`config.mk`:
```
export PLATFORM = sky130hd
export DESIGN_NAME = bar0_cq_completer
export DESIGN_NICKNAME = d
export VERILOG_FILES = /design/src/rtl/bar0_cq_completer.sv
export SDC_FILE = /design/constraint.sdc
export NUM_CORES = 1
export LEC_CHECK = 0
export CAP_MARGIN = 20
export CELL_PAD_IN_SITES_DETAIL_PLACEMENT = 1
export CELL_PAD_IN_SITES_GLOBAL_PLACEMENT = 1
export CORE_UTILIZATION = 25
export CTS_BUF_LIST = sky130_fd_sc_hd__clkbuf_16
export DETAILED_ROUTE_END_ITERATION = 16
export PLACE_DENSITY = 0.63
export RECOVER_POWER = 25
export SYNTH_ARGS = -nofsm -noshare
export SYNTH_HDL_FRONTEND = slang
export SYNTH_SLANG_ARGS = --single-unit
```
`constraint.sdc`:
```
create_clock -name user_clk -period 6.4 [get_ports user_clk]
set_clock_uncertainty 0.1 [all_clocks]
set_input_delay 1.28 -clock user_clk [delete_from_list [all_inputs] [get_ports user_clk]]
set_output_delay 1.28 -clock user_clk [all_outputs]
set_load 0.05 [all_outputs]
```
`src/rtl/bar0_cq_completer.sv`:
```
// BAR0 completer: executes CQ register writes/reads against a simple register port
// and returns read completions on the 256-bit CC AXI-Stream interface.
module bar0_cq_completer #(
  parameter int DATA_WIDTH    = 256,
  parameter int BAR0_SIZE     = 16,
  parameter int BAR_ID        = 0,
  parameter int RD_FIFO_DEPTH = 4,
  parameter int RD_TIMEOUT    = 255
) (
  input  logic                  user_clk,
  input  logic                  user_reset_n,
  input  logic                  cq_valid,
  input  logic [3:0]            cq_type,
  input  logic [BAR0_SIZE-1:0]  cq_reg_addr,
  input  logic [63:0]           cq_wr_data,
  input  logic [2:0]            cq_bar_id,
  input  logic [15:0]           cq_requester_id,
  input  logic [7:0]            cq_tag,
  input  logic [2:0]            cq_tc,
  input  logic [6:0]            cq_lower_addr,
  input  logic [10:0]           cq_dword_count,
  output logic                  reg_wr_en,
  output logic [BAR0_SIZE-1:0]  reg_wr_addr,
  output logic [63:0]           reg_wr_data,
  output logic                  reg_wr_wide,
  output logic                  reg_rd_en,
  output logic [BAR0_SIZE-1:0]  reg_rd_addr,
  input  logic [63:0]           reg_rd_data,
  input  logic                  reg_rd_data_valid,
  output logic [DATA_WIDTH-1:0] s_axis_cc_tdata,
  output logic [7:0]            s_axis_cc_tkeep,
  output logic                  s_axis_cc_tlast,
  output logic                  s_axis_cc_tvalid,
  output logic [32:0]           s_axis_cc_tuser,
  input  logic                  s_axis_cc_tready,
  output logic                  rd_overflow,
  output logic [15:0]           unsupported_cnt
);

  // RD_FIFO_DEPTH must be a power of two >= 2 so the pointers wrap naturally
  localparam int PTR_W = (RD_FIFO_DEPTH > 1) ? $clog2(RD_FIFO_DEPTH) : 1;
  localparam int CNT_W = PTR_W + 1;
  localparam int TO_W  = $clog2(RD_TIMEOUT + 1);

  typedef struct packed {
    logic [BAR0_SIZE-1:0] addr;
    logic [15:0]          req_id;
    logic [7:0]           tag;
    logic [2:0]           tc;
    logic [6:0]           lower_addr;
    logic [10:0]          dw_cnt;
    logic                 ur;
  } rd_entry_t;

  typedef enum logic [1:0] {IDLE, RD_REQ, RD_WAIT, CC_SEND} state_e;

  state_e                state_q, state_d;
  rd_entry_t             fifo_q [RD_FIFO_DEPTH];
  rd_entry_t             fifo_d [RD_FIFO_DEPTH];
  logic [PTR_W-1:0]      wr_ptr_q, wr_ptr_d, rd_ptr_q, rd_ptr_d;
  logic [CNT_W-1:0]      count_q, count_d;
  rd_entry_t             cur_q, cur_d;
  logic [TO_W-1:0]       to_cnt_q, to_cnt_d;
  logic                  wr_en_q, wr_en_d, wr_wide_q, wr_wide_d;
  logic [BAR0_SIZE-1:0]  wr_addr_q, wr_addr_d;
  logic [63:0]           wr_data_q, wr_data_d;
  logic                  rd_en_q, rd_en_d;
  logic                  tvalid_q, tvalid_d;
  logic [DATA_WIDTH-1:0] tdata_q, tdata_d;
  logic [7:0]            tkeep_q, tkeep_d;
  logic                  overflow_q, overflow_d;
  logic [15:0]           unsup_q, unsup_d;

  logic      bar_hit, dw_ok, wr_ok, rd_req, unsup, push, pop;
  rd_entry_t head, new_entry;

  assign bar_hit = (cq_bar_id == 3'(BAR_ID));
  assign dw_ok   = (cq_dword_count == 11'd1) || (cq_dword_count == 11'd2);
  assign wr_ok   = cq_valid && bar_hit && (cq_type == 4'b0001) && dw_ok;
  assign rd_req  = cq_valid && bar_hit && (cq_type == 4'b0000);
  assign unsup   = cq_valid && !wr_ok && !rd_req;
  assign head    = fifo_q[rd_ptr_q];

  always_comb begin
    new_entry            = '0;
    new_entry.addr       = cq_reg_addr;
    new_entry.req_id     = cq_requester_id;
    new_entry.tag        = cq_tag;
    new_entry.tc         = cq_tc;
    new_entry.lower_addr = cq_lower_addr;
    new_entry.dw_cnt     = cq_dword_count;
    new_entry.ur         = !dw_ok;
  end

  function automatic logic [DATA_WIDTH-1:0] build_cc(input rd_entry_t e, input logic [63:0] d);
    logic [DATA_WIDTH-1:0] t;
    t          = '0;
    t[6:0]     = e.lower_addr;
    t[63:48]   = e.req_id;
    t[71:64]   = e.tag;
    t[91:89]   = e.tc;
    if (e.ur) begin
      t[28:16] = 13'd4;
      t[45:43] = 3'b001;
    end else begin
      t[28:16]   = {e.dw_cnt, 2'b00};
      t[42:32]   = e.dw_cnt;
      t[127:96]  = d[31:0];
      if (e.dw_cnt == 11'd2) t[159:128] = d[63:32];
    end
    return t;
  endfunction

  function automatic logic [7:0] cc_keep(input rd_entry_t e);
    if (e.ur) return 8'h07;
    return (e.dw_cnt == 11'd2) ? 8'h1F : 8'h0F;
  endfunction

  always_comb begin
    state_d    = state_q;
    fifo_d     = fifo_q;
    wr_ptr_d   = wr_ptr_q;
    rd_ptr_d   = rd_ptr_q;
    count_d    = count_q;
    cur_d      = cur_q;
    to_cnt_d   = to_cnt_q;
    wr_en_d    = wr_ok;
    wr_addr_d  = wr_addr_q;
    wr_data_d  = wr_data_q;
    wr_wide_d  = wr_wide_q;
    rd_en_d    = 1'b0;
    tvalid_d   = tvalid_q;
    tdata_d    = tdata_q;
    tkeep_d    = tkeep_q;
    overflow_d = overflow_q;
    unsup_d    = unsup_q;
    pop        = 1'b0;

    if (wr_ok) begin
      wr_addr_d = cq_reg_addr;
      wr_data_d = cq_wr_data;
      wr_wide_d = (cq_dword_count == 11'd2);
    end
    if (unsup && (unsup_q != '1)) unsup_d = unsup_q + 16'd1;

    case (state_q)
      IDLE: begin
        if (count_q != '0) begin
          pop   = 1'b1;
          cur_d = head;
          if (head.ur) begin
            tvalid_d = 1'b1;
            tdata_d  = build_cc(head, '0);
            tkeep_d  = cc_keep(head);
            state_d  = CC_SEND;
          end else begin
            rd_en_d = 1'b1;
            state_d = RD_REQ;
          end
        end
      end
      RD_REQ: begin
        to_cnt_d = '0;
        state_d  = RD_WAIT;
      end
      RD_WAIT: begin
        if (reg_rd_data_valid || (to_cnt_q == TO_W'(RD_TIMEOUT - 1))) begin
          tvalid_d = 1'b1;
          tdata_d  = build_cc(cur_q, reg_rd_data_valid ? reg_rd_data : '1);
          tkeep_d  = cc_keep(cur_q);
          state_d  = CC_SEND;
        end else begin
          to_cnt_d = to_cnt_q + 1'b1;
        end
      end
      CC_SEND: begin
        if (s_axis_cc_tready) begin
          tvalid_d = 1'b0;
          tdata_d  = '0;
          tkeep_d  = '0;
          state_d  = IDLE;
        end
      end
      default: state_d = IDLE;
    endcase

    // A full FIFO still accepts a push when the head leaves in the same cycle
    push = rd_req && ((count_q < CNT_W'(RD_FIFO_DEPTH)) || pop);
    if (rd_req && !push) overflow_d = 1'b1;
    if (push) begin
      fifo_d[wr_ptr_q] = new_entry;
      wr_ptr_d         = wr_ptr_q + 1'b1;
    end
    if (pop) rd_ptr_d = rd_ptr_q + 1'b1;
    case ({push, pop})
      2'b10:   count_d = count_q + 1'b1;
      2'b01:   count_d = count_q - 1'b1;
      default: count_d = count_q;
    endcase
  end

  always_ff @(posedge user_clk or negedge user_reset_n) begin
    if (!user_reset_n) begin
      state_q    <= IDLE;
      for (int unsigned i = 0; i < RD_FIFO_DEPTH; i++) fifo_q[i] <= '0;
      wr_ptr_q   <= '0;
      rd_ptr_q   <= '0;
      count_q    <= '0;
      cur_q      <= '0;
      to_cnt_q   <= '0;
      wr_en_q    <= 1'b0;
      wr_addr_q  <= '0;
      wr_data_q  <= '0;
      wr_wide_q  <= 1'b0;
      rd_en_q    <= 1'b0;
      tvalid_q   <= 1'b0;
      tdata_q    <= '0;
      tkeep_q    <= '0;
      overflow_q <= 1'b0;
      unsup_q    <= '0;
    end else begin
      state_q    <= state_d;
      fifo_q     <= fifo_d;
      wr_ptr_q   <= wr_ptr_d;
      rd_ptr_q   <= rd_ptr_d;
      count_q    <= count_d;
      cur_q      <= cur_d;
      to_cnt_q   <= to_cnt_d;
      wr_en_q    <= wr_en_d;
      wr_addr_q  <= wr_addr_d;
      wr_data_q  <= wr_data_d;
      wr_wide_q  <= wr_wide_d;
      rd_en_q    <= rd_en_d;
      tvalid_q   <= tvalid_d;
      tdata_q    <= tdata_d;
      tkeep_q    <= tkeep_d;
      overflow_q <= overflow_d;
      unsup_q    <= unsup_d;
    end
  end

  assign reg_wr_en        = wr_en_q;
  assign reg_wr_addr      = wr_addr_q;
  assign reg_wr_data      = wr_data_q;
  assign reg_wr_wide      = wr_wide_q;
  assign reg_rd_en        = rd_en_q;
  assign reg_rd_addr      = cur_q.addr;
  assign s_axis_cc_tdata  = tdata_q;
  assign s_axis_cc_tkeep  = tkeep_q;
  assign s_axis_cc_tlast  = tvalid_q;
  assign s_axis_cc_tvalid = tvalid_q;
  assign s_axis_cc_tuser  = '0;
  assign rd_overflow      = overflow_q;
  assign unsupported_cnt  = unsup_q;

endmodule

```
; Yosys cells after proc, flatten, opt, wreduce, memory -nomap -nowiden
; Cells that the tools add are included.
; W data, S select, Z words.
[classes]
n_addsub = 6
magnitude_cmp = 4
eq_ne = 17
mux = 49
n_bitwise = 2
reduce_logical = 28
[op_table]
columns = op, n
row1 = $mux W256, 4
row2 = $pmux W256 S3, 1
row3 = $bwmux W248, 1
row4 = $mux W62, 3
row5 = $mux W64, 2
row6 = $bmux W62 S2, 1
row7 = $demux W62 S2, 1
row8 = $mux W8, 7
row9 = $eq A11 B2 Y1 const B, 3
row10 = $mux W32, 1
row11 = $pmux W8 S3, 1
row12 = $add A16 B1 Y16 const B, 1
row13 = $ne A16 B16 Y1 const B, 1
row14 = $pmux W8 S2, 1
row15 = $mux W5, 3
row16 = $mux W1, 14
row17 = $mux W13, 1
row18 = $eq A11 B1 Y1 const B, 1
row19 = $mux W11, 1
row20 = $logic_and A1 B1 Y1, 10
row21 = $ne A2 B2 Y1 const B, 5
row22 = $add A8 B1 Y8 const B, 1
row23 = $eq A8 B8 Y1 const B, 1
row24 = $mux W2, 4
row25 = other kinds (23), 37
[word_totals]
regBits = 692
input_bits = 201
out_inout_bits = 415
word_cells = 156

; Longest topological paths before layout
[logic_depth]
ltp_word = 11
mapped_depth = 11
depth_no_buf = 11

; Worst setup path before layout
; OpenSTA, ideal clock, no wires.
[synth_path]
kind = input to register
from = input port cq_type[1]
to = register count_q[1]
setup_time_ns = 0.083
t_arrival_ns = 2.925
t_required_ns = 6.217
slack_ns = 3.293
cell_stages = 8
path_buffers = 0
path_cell_list = nor4b_2 -> nand2_1 -> nor3_4 -> inv_1 -> ha_1 -> inv_1 -> fa_1 -> o21ai_0
[synth_between]
elab_chain_len = 5
word_cells_on_any_way = 7
classes_between = 2 x eq/ne / 1 x mux / 4 x reduce/logical
[synth_rtl]
columns = item, line
row1 = start: declaration, 13  ; input logic [3:0] cq_type,
row2 = $logic_not A4 Y1 *, 80  ; assign rd_req = cq_valid && bar_hit && (cq_type == 4'b0000);
row3 = $logic_and A1 B1 Y1 *, 80
row4 = $logic_and A1 B1 Y1 *, 188  ; push = rd_req && ((count_q < CNT_W'(RD_FIFO_DEPTH)) || pop);
row5 = $eq A2 B1 Y1 / $eq A2 B2 Y1 (equally long branches), 195  ; case ({push, pop})
row6 = $pmux W3 S2 / $reduce_bool A2 Y1 (equally long branches), n/a
row7 = end signal: assignment, 226  ; count_q <= count_d;
row8 = end: declaration, 61  ; logic [CNT_W-1:0] count_q, count_d;
; Every way passes the cells marked *; elsewhere a longest branch is shown, timed or not.
; A chain may end at the register's enable or synchronous reset.

==> impl_summary.log <==
[metrics] outcome: finished with violations
[metrics] violated checks: max-capacitance violations, max-slew violations
[metrics] clock tree from TritonCTS: built
[metrics] via/cell ratio: about 4.3
[metrics] I/O Pins: between 600 and 700
[metrics] startpoint type of the worst setup path: input port
[metrics] sequential-to-total area share from yosys stat: ~55%
[metrics] Placed Instance Area: between 0.02 and 0.03 mm²
[metrics] endpoint of the lowest-slack register-to-register path: s_axis_cc_tdata[107]
[metrics] Bufs on Longest Clock Path: 3
[metrics] master of the slowest instance on the critical path: clkbuf_1
[metrics] number of flip-flops and latches in the synthesized netlist: around 540
[metrics] detailed-route wire length per cell: roughly 19 µm
[metrics] final-layout setup total negative slack: 0 ns
[metrics] share of the clock period used by the worst path after layout: between 60% and 70%
[metrics] total number of yosys warnings: 0
[metrics] maximum number of pins on one net before global-route repair: 154
[metrics] count of unique library cells instantiated by Yosys: 51
[metrics] Routed Wire Length: between 60,000 and 70,000 µm
[metrics] top cell type by total area after synthesis: dfrtp_1
[metrics] Crit path arrival time: 4.28 ns
[metrics] total of buffers placed on input and output ports: around 440
[metrics] average footprint of a synthesized cell: about 14 µm²
[metrics] worst-case setup slack after placement: 1.87 ns
[metrics] cell depth of the worst flop-to-flop path: 5
[metrics] Nets: 2,423
[metrics] prevailing post-synth register cell: dfrtp_1
[metrics] RSZ-0062 raised after global routing: no
[metrics] critical setup path kind: in -> async
[metrics] family of cells with the greatest summed delay on the critical path: buffers and inverters
[metrics] EDFF count, synth: 0
[metrics] GRT Overall Usage: a little over an eighth
[metrics] violation count after the first detailed-routing iteration: 480
[metrics] area overhead of the layout relative to synthesis: 28.2%
[metrics] row count: 114
[metrics] slack of the worst reg-to-reg path: approximately 2.2 ns
[metrics] via count of the first global-routing pass: approximately 17,000
[metrics] Crit path buffers/inverters: 2
[metrics] number of buffers created by CTS: between 60 and 70
[metrics] final count of hold timing violations: 0
[metrics] number of placed instances, taps included: around 3,400
[metrics] endpoint of the worst hold-timing path: rd_overflow
[metrics] fill cell count: between 10,000 and 15,000
[metrics] maximum resistive drop on vdd: 359 µV
[metrics] starting utilization of the core area: ~25%
[metrics] post-layout instance area: between 0.03 and 0.04 mm²
[metrics] slew at the pin with the worst max-slew slack: between 3 and 4 ns
[metrics] Layout Utilization: approximately 33%
[metrics] number of detailed-route iterations in the first pass: 4
[metrics] multi-input logic area: 0.00934 mm²
[metrics] clock latency reported for the late side of the worst-skew pair: slightly above 0.6 ns
[metrics] FF+latch area: about 0.014 mm²
[metrics] chip height: roughly 320 µm
[metrics] maximum net fanout on the critical path: 95
[metrics] number of standard cells in the final layout excluding fillers: ~3,500
[metrics] Total Power: around 11 mW
[metrics] Die Span X: between 300 and 400 µm
[metrics] total global routing overflow: 0
[metrics] Hold Crit Depth: 1
[metrics] Post-CTS Repair Setup Buffers: 0
[metrics] Final Max Slew Viols: approximately 190
[metrics] clock transition at the register clock pins on the worst setup and hold paths after CTS: about 0.06 ns
[metrics] final setup violation count: 0
[metrics] number of buffers inserted for hold repair after clock tree synthesis: 0
[metrics] CP Cell Sequence: buf_8, clkbuf_1
[metrics] Final HPWL DP: about 44,000 µm
[metrics] floorplan die area: between 0.1 and 0.15 mm²
[metrics] area share of the largest cell type after synthesis: between 50 and 60%
[metrics] achievable clock frequency: 226 MHz
[metrics] power density over the cells: around 360 mW/mm²
[metrics] most frequent cell after synthesis: dfrtp_1
[metrics] largest stage delay on the critical path: 2.41 ns
[metrics] count of antenna-violating nets left after detailed routing: 0
[metrics] via count: 15,200
[metrics] Min Clock Period, post-route: between 4 and 5 ns
[metrics] detailed-route DRC error count: 0
[metrics] leading post-synthesis cells by instance count: 542 x dfrtp_1, 442 x mux2_2, 217 x buf_4, 99 x a21oi_1, 91 x inv_1
[metrics] number of cells produced by synthesis: approximately 1,800
[metrics] startpoint of the worst-slack reg-to-reg timing path: rd_ptr_q[0]
[metrics] leakage power: 15.1 nW
[metrics] Final Worst Setup Slack: around 2 ns
[metrics] share of post-route cells with drive strength above 1: between 20 and 30%
[metrics] path type of the worst min-delay path: reg -> reg
[metrics] count of max-cap constraint violations: 3
[metrics] # resized after CTS: 0
[metrics] wire length of the first global-routing pass: a little over 100,000 µm
[metrics] Clock Root Buffer: clkbuf_16
[metrics] worst-case hold slack: approximately 0.37 ns
[metrics] Netlist Area Pre-Place: between 0.02 and 0.025 mm²
[metrics] Clock H-tree levels: 3
[metrics] placer's final routability congestion estimate: roughly 0.77
[metrics] antenna violations before repair: 5
[metrics] start point of the worst min-delay path: rd_overflow
[metrics] clock sink count: about 540
[metrics] worst slew margin relative to its limit: -122%
[metrics] type of destination of the critical path: asynchronous set/reset pin
[metrics] synth top area cells: dfrtp_1 55%, mux2_2 20%, buf_4 6.6%
[metrics] data required time of the worst path: 6.25 ns
[metrics] Placeable Area: about 0.1 mm²
[metrics] Async S/R FF share, synth: 100%
logic make-up (layout without fill, tap and decap cells):
logic type	Yosys count	count (layout)	synth area share, %
adder cells (fa/ha/maj)	15	15	0.790
multiplexers	525	525	26.7
buffers and inverters	385	678	9.91
XOR/XNOR	24	24	0.851
AO/OA/AOI/OAI	165	165	3.91
flip-flops	542	542	54.9
other	1	174	0.0152
AND/OR/NAND/NOR	138	138	2.87
per-layer routing:
| layer | global-route usage, % | vias up | routed length (µm) |
|---|---|---|---|
| li1 | - | 6740 | - |
| met1 | 16.2 | 7918 | 27500 |
| met2 | 23.0 | 435 | 33700 |
| met3 | 3.65 | 101 | 4110 |
| met4 | 4.18 | 8 | 1360 |
| met5 | 0 | - | 52 |
sequential cells by signal (all words and copies together) (netlist names), 3 cells and up:
| name | flops |
|---|---|
| cur_q | 46 |
| reg_wr_addr | 16 |
| s_axis_cc_tdata | 111 |
| count_q | 3 |
| reg_wr_data | 64 |
| unsupported_cnt | 16 |
| fifo_q | 248 |
| reg_rd_addr | 16 |
| s_axis_cc_tkeep | 3 |
| to_cnt_q | 8 |
worst max-delay path by stage:
stage,start,end,depth (start not counted)
after floorplan,cq_type[1],count_q[1],8
after global placement,cq_valid,fifo_q[95],7
after detailed placement,cq_valid,fifo_q[89],7
after CTS,cq_valid,fifo_q[86],7
after global routing,user_reset_n,fifo_q[111],2
final,user_reset_n,reg_rd_addr[3],2
cells in the final DEF (no fill, tap or decap), types with 20 or more instances in the layout:
master           count
nand2_1             20
inv_1              106
nor2_1              47
clkdlybuf4s50_1    442
nand3_1             22
a22oi_1             34
mux4_2              62
clkbuf_16           71
mux2_2             442
a21oi_1             99
conb_1             171
dfrtp_1            541
layout make-up:
type | instances | area share, %
well taps | 1276 | 5.04
repair buffers | 464 | 14.6
clock inverters | 51 | 1.22
multi-input cells | 1038 | 29.5
diodes | 3 | 0.0237
clock buffers | 71 | 5.61
flip-flops and latches | 542 | 42.8
inverters | 92 | 1.10
power breakdown:
group / total (mW) / switching [mW] / internal, mW
sequential: 4.11 / 0.333 / 3.78
clock: 3.77 / 1.53 / 2.24
combinational: 3.61 / 2.35 / 1.26
total: 11.5 / 4.21 / 7.28
Note: power is estimated with default switching activity, not from simulation.
